File: config.mk
export PLATFORM = sky130hd
export DESIGN_NAME = frame_draw_sink
export DESIGN_NICKNAME = d
export VERILOG_FILES = /design/src/rtl/gfx_pkg.sv /design/src/rtl/pixel_fifo.sv /design/src/rtl/frame_draw_sink.sv
export SDC_FILE = /design/constraint.sdc
export NUM_CORES = 1
export LEC_CHECK = 0
export CAP_MARGIN = 20
export CORE_MARGIN = 2
export CORE_UTILIZATION = 48
export DETAILED_ROUTE_END_ITERATION = 10
export DONT_BUFFER_PORTS = 1
export PLACE_DENSITY = 0.76
export SYNTH_ARGS = -nofsm -noshare
export SYNTH_HDL_FRONTEND = slang
export SYNTH_HIERARCHICAL = 1
export SYNTH_SLANG_ARGS = --single-unit
export TNS_END_PERCENT = 30
File: constraint.sdc
create_clock -name clk -period 2.7 [get_ports clk]
set_input_delay 0.54 -clock clk [delete_from_list [all_inputs] [get_ports clk]]
set_output_delay 0.54 -clock clk [all_outputs]
set_load 0.01 [all_outputs]
File: src/rtl/gfx_pkg.sv
// Shared graphics constants and types for the frame sink: screen geometry,
// tile size, colour width, sink state encoding and the buffered pixel record.
package gfx_pkg;

    localparam int SCREEN_W  = 320;
    localparam int SCREEN_H  = 240;
    localparam int TILE_SIZE = 16;
    localparam int COLOUR_W  = 3;

    typedef enum logic [1:0] {
        SINK_IDLE   = 2'd0,
        SINK_ACTIVE = 2'd1,
        SINK_DRAIN  = 2'd2
    } sink_state_t;

    typedef struct packed {
        logic [8:0]          x;
        logic [7:0]          y;
        logic [COLOUR_W-1:0] colour;
    } pixel_t;

endpackage

File: src/rtl/pixel_fifo.sv
// Small pixel FIFO with registered pointers and a combinational head read.
// A push into a full FIFO is accepted when a pop happens in the same cycle.
module pixel_fifo
    import gfx_pkg::*;
#(
    parameter int DEPTH = 4
) (
    input  logic   clk,
    input  logic   reset_n,
    input  logic   push,
    input  logic   pop,
    input  pixel_t wdata,
    output pixel_t rdata,
    output logic   full,
    output logic   empty
);

    localparam int AW = $clog2(DEPTH);

    pixel_t      mem [DEPTH];
    logic [AW:0] wr_ptr;
    logic [AW:0] rd_ptr;
    logic        do_pop;
    logic        do_push;

    // Extra pointer bit separates full from empty when the indices match.
    assign empty   = (wr_ptr == rd_ptr);
    assign full    = (wr_ptr[AW] != rd_ptr[AW]) && (wr_ptr[AW-1:0] == rd_ptr[AW-1:0]);
    assign do_pop  = pop && !empty;
    assign do_push = push && (!full || do_pop);
    assign rdata   = mem[rd_ptr[AW-1:0]];

    always_ff @(posedge clk) begin
        if (!reset_n) begin
            wr_ptr <= '0;
            rd_ptr <= '0;
        end else begin
            if (do_push) wr_ptr <= wr_ptr + 1'b1;
            if (do_pop)  rd_ptr <= rd_ptr + 1'b1;
        end
    end

    always_ff @(posedge clk) begin
        if (do_push) mem[wr_ptr[AW-1:0]] <= wdata;
    end

endmodule

File: src/rtl/frame_draw_sink.sv
// Pixel-stream sink: converts offsets to screen x/y, buffers them and plots
// through the VGA adapter. Optional macro FRAME_SINK_TRANSPARENT_EN drops key-colour tile pixels.
module frame_draw_sink #(
    parameter int FIFO_DEPTH = 4,
    parameter int SCREEN_W   = gfx_pkg::SCREEN_W,
    parameter int SCREEN_H   = gfx_pkg::SCREEN_H
`ifdef FRAME_SINK_TRANSPARENT_EN
    ,
    parameter logic [gfx_pkg::COLOUR_W-1:0] KEY_COLOUR = 3'b101
`endif
) (
    input  logic        clk,
    input  logic        reset_n,
    input  logic        start,
    input  logic        mode_tile,
    input  logic [4:0]  tile_x,
    input  logic [3:0]  tile_y,
    input  logic        in_valid,
    input  logic [16:0] in_offset,
    input  logic [2:0]  in_colour,
    input  logic        in_finished,
    input  logic        vga_ready,
    output logic [8:0]  vga_x,
    output logic [7:0]  vga_y,
    output logic [2:0]  vga_colour,
    output logic        vga_plot,
    output logic        busy,
    output logic        done,
    output logic        overflow,
    output logic [16:0] pix_count
);

    import gfx_pkg::*;

    localparam logic [1:0] ST_IDLE   = SINK_IDLE;
    localparam logic [1:0] ST_ACTIVE = SINK_ACTIVE;
    localparam logic [1:0] ST_DRAIN  = SINK_DRAIN;
    localparam logic [8:0] X_LIM     = 9'(SCREEN_W);
    localparam logic [7:0] Y_LIM     = 8'(SCREEN_H);

    logic [1:0] state;
    logic       mode_tile_q;
    logic [4:0] tile_x_q;
    logic [3:0] tile_y_q;

    pixel_t conv;
    pixel_t head;
    logic   in_range;
    logic   keyed;
    logic   push_req;
    logic   fifo_push;
    logic   fifo_pop;
    logic   fifo_full;
    logic   fifo_empty;
    logic   load;
    logic   drop;

    always_comb begin
        conv = '0;
        if (mode_tile_q) begin
            conv.x = 9'(tile_x_q) * 9'(TILE_SIZE) + 9'(in_offset[3:0]);
            conv.y = 8'(tile_y_q) * 8'(TILE_SIZE) + 8'(in_offset[7:4]);
        end else begin
            conv.x = in_offset[8:0];
            conv.y = in_offset[16:9];
        end
        conv.colour = in_colour;
    end

`ifdef FRAME_SINK_TRANSPARENT_EN
    assign keyed = mode_tile_q && (in_colour == KEY_COLOUR);
`else
    assign keyed = 1'b0;
`endif

    assign in_range  = (conv.x < X_LIM) && (conv.y < Y_LIM);
    assign push_req  = (state == ST_ACTIVE) && in_valid && in_range && !keyed;
    assign load      = !vga_plot || vga_ready;
    assign fifo_pop  = load && !fifo_empty;
    assign fifo_push = push_req && (!fifo_full || fifo_pop);
    assign drop      = push_req && fifo_full && !fifo_pop;
    assign busy      = (state != ST_IDLE);

    pixel_fifo #(
        .DEPTH(FIFO_DEPTH)
    ) u_fifo (
        .clk    (clk),
        .reset_n(reset_n),
        .push   (fifo_push),
        .pop    (fifo_pop),
        .wdata  (conv),
        .rdata  (head),
        .full   (fifo_full),
        .empty  (fifo_empty)
    );

    always_ff @(posedge clk) begin
        if (!reset_n) begin
            state       <= ST_IDLE;
            mode_tile_q <= 1'b0;
            tile_x_q    <= '0;
            tile_y_q    <= '0;
            done        <= 1'b0;
            overflow    <= 1'b0;
            pix_count   <= '0;
        end else begin
            done <= 1'b0;
            if (drop) overflow <= 1'b1;
            if (vga_plot && vga_ready && (pix_count != '1)) pix_count <= pix_count + 1'b1;
            case (state)
                ST_IDLE: if (start) begin
                    state       <= ST_ACTIVE;
                    mode_tile_q <= mode_tile;
                    tile_x_q    <= tile_x;
                    tile_y_q    <= tile_y;
                    overflow    <= 1'b0;
                    pix_count   <= '0;
                end
                ST_ACTIVE: if (in_finished) state <= ST_DRAIN;
                // Leave only once the last plot has been taken by the adapter.
                ST_DRAIN: if (fifo_empty && !vga_plot) begin
                    state <= ST_IDLE;
                    done  <= 1'b1;
                end
                default: state <= ST_IDLE;
            endcase
        end
    end

    always_ff @(posedge clk) begin
        if (!reset_n) begin
            vga_plot   <= 1'b0;
            vga_x      <= '0;
            vga_y      <= '0;
            vga_colour <= '0;
        end else if (load) begin
            vga_plot <= !fifo_empty;
            if (!fifo_empty) begin
                vga_x      <= head.x;
                vga_y      <= head.y;
                vga_colour <= head.colour;
            end
        end
    end

endmodule

==> results.md <==
* Core box area at about 0.011 mm^2
* Clock power frac at around 46%
* Final worst path period need at 2.51 ns
* First-pass GRT wire length at between 15000 and 20000 um
* Hold WS at around 0.21 ns
* Skew final at just over 0.007 ns
* Clock Pin Slew Worst Setup and Hold Paths at around 0.060 ns
* Share of cells above drive strength 1 at between 10% and 20%
* Final period util at 93.1%
* RePlAce Congestion at approximately 0.82
* Area growth from synthesis to layout at 13.8%
* RSZ-0062 raised after global routing: false
* Final Hold Viols at 0
* M1 GR Usage at a little under a quarter
* Max Buffers Root-to-Sink at 2
* Setup TNS at 0 ns
* Sw frac at roughly 22%
* Synth Cell Area at between 0.005 and 0.006 mm^2
* Die span in x at approximately 110 um
* Wire length per cell at about 19 um
* Status: complete, no violations
* Filler instances at 895
* Int Pwr at ~3.6 mW
* Setup crit start kind: register
* Sink Count at 140
* Largest net degree at the start of global routing at 22
* Post-CTS Setup Bufs at 0
* Detail Route Antenna Nets at 0
* Clock tree root buffer cell: clkbuf_16
* Req. time, crit path at roughly 2.8 ns
* Number of global-route vias before repair at ~3500
* Element type at the critical path end: register
* Total power at ~4.7 mW
* Max VDD drop at around 0.00049 V
* Avg Inst Size Synth at 13.0 um^2
* Syn_nets at between 400 and 500
* GR Util met3 at 6.59%
* EDFF count, synth at 80
* 1st-iter DRT viols at 263
* GRT Total Usage at between 10% and 20%
* Most Crowded Layer GR: met2
* Vias per cell at approximately 5.7
* Grt ovf at 0
* Comb power frac at between 4 and 5%
* Clk Latency, worst-skew pair at ~0.42 ns
* Max Clock Freq at around 400 MHz
* Max incr delay on CP at approximately 0.45 ns
* Most common cell after layout, fill and taps aside: nand2_1
* Arr. time, crit path at 2.63 ns
* IO Pins at 77
* Cts bufs inserted at 17
* Most frequent cells in the layout: 86 x nand2_1, 80 x edfxtp_1, 60 x dfxtp_1
* Max_cap viols at 0
* Crit path max-delay family: simple AND/OR/NAND/NOR gates
* Max_slew headroom at 61.6%
* Crit Path Category: reg2reg
* Power Density at roughly 730 mW/mm^2
* H-tree Lvls at 4
* Buffers on Ports at 0
* Drt first pass iters at 4
* GR Layer Usage met2 at between 30% and 40%
* Detailed placement HPWL at just under 8000 um
* Site Rows at 39
* R2R Setup Slk at 0.19 ns
* Worst min-delay path class: in2reg
* CP max stage cell: dfxtp_1
* Register bit total from synthesis at between 100 and 150
* Yosys warns at 6
* Netlist cell types at 48
* Leak pwr at approximately 2.1 nW
* Vias post-DR at about 3400
* Initial antenna violation count at 0
* Seq/Total Area, Yosys at 64.0%
* Hold buffer count at CTS at 0
* CTS-repair resized insts at 0
* Switching Power at 1.04 mW
* Cell chain of the critical path: nand2b_1 -> o22ai_1 -> or4_1 -> a21oi_1 -> inv_1 -> a41oi_2 -> and2_1 -> buf_4
* Worst Path Max Fanout at 11
* Routed wire length at 11500 um
* Synth Flop Type: edfxtp_1
* CTS tree: done
* Critical path buffers and inverters at 2
* Max Slew Vio Count at 0
* Remaining DRCs at 0
* Async S/R FF share, synth at 0%
* Initial Util at ~49%
* Die Y at about 110 um
* NumNets Final at 490
* Worst slew pin tran at ~0.57 ns
* Setup violations, final at 0
* Ant diodes at 0
* Post-Synthesis Cells at 434
* Seq pwr share at between 40% and 50%
* Die area at between 0.01 and 0.015 mm^2
kinds of logic after synthesis:
| logic type | synth area share [%] |
|---|---|
| AO/OA/AOI/OAI | 6.09 |
| flip-flops | 64.0 |
| multiplexers | 11.3 |
| XOR/XNOR | 2.42 |
| adder cells (fa/ha/maj) | 1.56 |
| AND/OR/NAND/NOR | 12.4 |
| buffers and inverters | 2.20 |
sequential cells by signal, indices dropped and copies added (netlist names), named ones only:
| name | cells |
|---|---|
| u_fifo/rd_ptr | 3 |
| overflow | 1 |
| tile_y_q | 4 |
| tile_x_q | 5 |
| mode_tile_q | 1 |
| pix_count | 17 |
| vga_colour | 3 |
| vga_x | 9 |
| state | 2 |
| u_fifo/wr_ptr | 3 |
| vga_y | 8 |
| vga_plot | 1 |
| done | 1 |
| u_fifo/mem | 80 |
power groups by stage:
| stage | Clock, mW | Sequential, mW | Combinational (mW) |
|---|---|---|---|
| 6_report | 2.15 | 2.34 | 0.200 |
| 5_1_grt | 2.29 | 2.35 | 0.222 |
| 4_1_cts | 2.18 | 2.34 | 0.201 |
| 3_5_place_dp | 0 | 2.39 | 0.199 |
| 3_3_place_gp | 0 | 2.38 | 0.194 |
| 2_1_floorplan | 0 | 2.37 | 0.146 |
metrics by stage:
stage,cells,area [um^2],worst slack [ns],util [%]
after CTS,603,6400,0.212,56.1
final,603,6400,0.186,56.1
after floorplan,434,5630,0.0505,-
after detailed placement,571,5850,0.196,51.2
after global placement,571,5850,0.237,51.2
after global routing,603,6400,0.0799,56.1
final cells by class:
type,count,area [um^2],share of cell area (%)
multi-input cells,264,1900,29.7
clock buffers,19,433,6.76
inverters,10,37.5,0.586
repair buffers,14,130,2.03
flip-flops and latches,140,3600,56.3
well taps,143,179,2.80
clock inverters,13,119,1.86
routing by layer:
metal	vias up	wire length, um
li1	1612	-
met3	21	692
met2	92	5600
met4	0	260
met5	-	0
met1	1712	4940
final timing paths:
| check | start | end | depth (start not counted) |
|---|---|---|---|
| max | mode_tile_q$_SDFFE_PN0P_ | u_fifo/mem[2][13]$_DFFE_PP_ | 8 |
| min | in_colour[0] | u_fifo/mem[0][0]$_DFFE_PP_ | 0 |
| min reg2reg | tile_x_q[0]$_SDFFE_PN0P_ | tile_x_q[0]$_SDFFE_PN0P_ | 2 |
| max reg2reg | mode_tile_q$_SDFFE_PN0P_ | u_fifo/mem[2][13]$_DFFE_PP_ | 8 |
cells in the mapped netlist (2+ instances only):
cell | n | area share (%)
and2_1 | 3 | 0.33
nand2b_1 | 7 | 0.78
nand2_1 | 86 | 5.7
and3b_1 | 2 | 0.31
inv_1 | 9 | 0.60
nand3b_1 | 4 | 0.53
xnor2_1 | 4 | 0.62
mux4_2 | 20 | 8.0
xor2_1 | 6 | 0.93
o31ai_1 | 3 | 0.40
mux2_2 | 11 | 2.2
nand4_1 | 3 | 0.33
nor4_1 | 2 | 0.22
nor3_1 | 4 | 0.36
nand3_1 | 9 | 0.80
nor2_1 | 17 | 1.1
a21oi_1 | 40 | 3.6
or4_1 | 4 | 0.53
xnor2_2 | 2 | 0.58
buf_2 | 3 | 0.27
a41oi_2 | 2 | 0.58
ha_1 | 7 | 1.6
dfxtp_1 | 60 | 21
clkbuf_1 | 15 | 1.0
edfxtp_1 | 80 | 43
mux2i_1 | 6 | 1.1
o21ai_0 | 4 | 0.36
(Power assumes the default switching activity.)
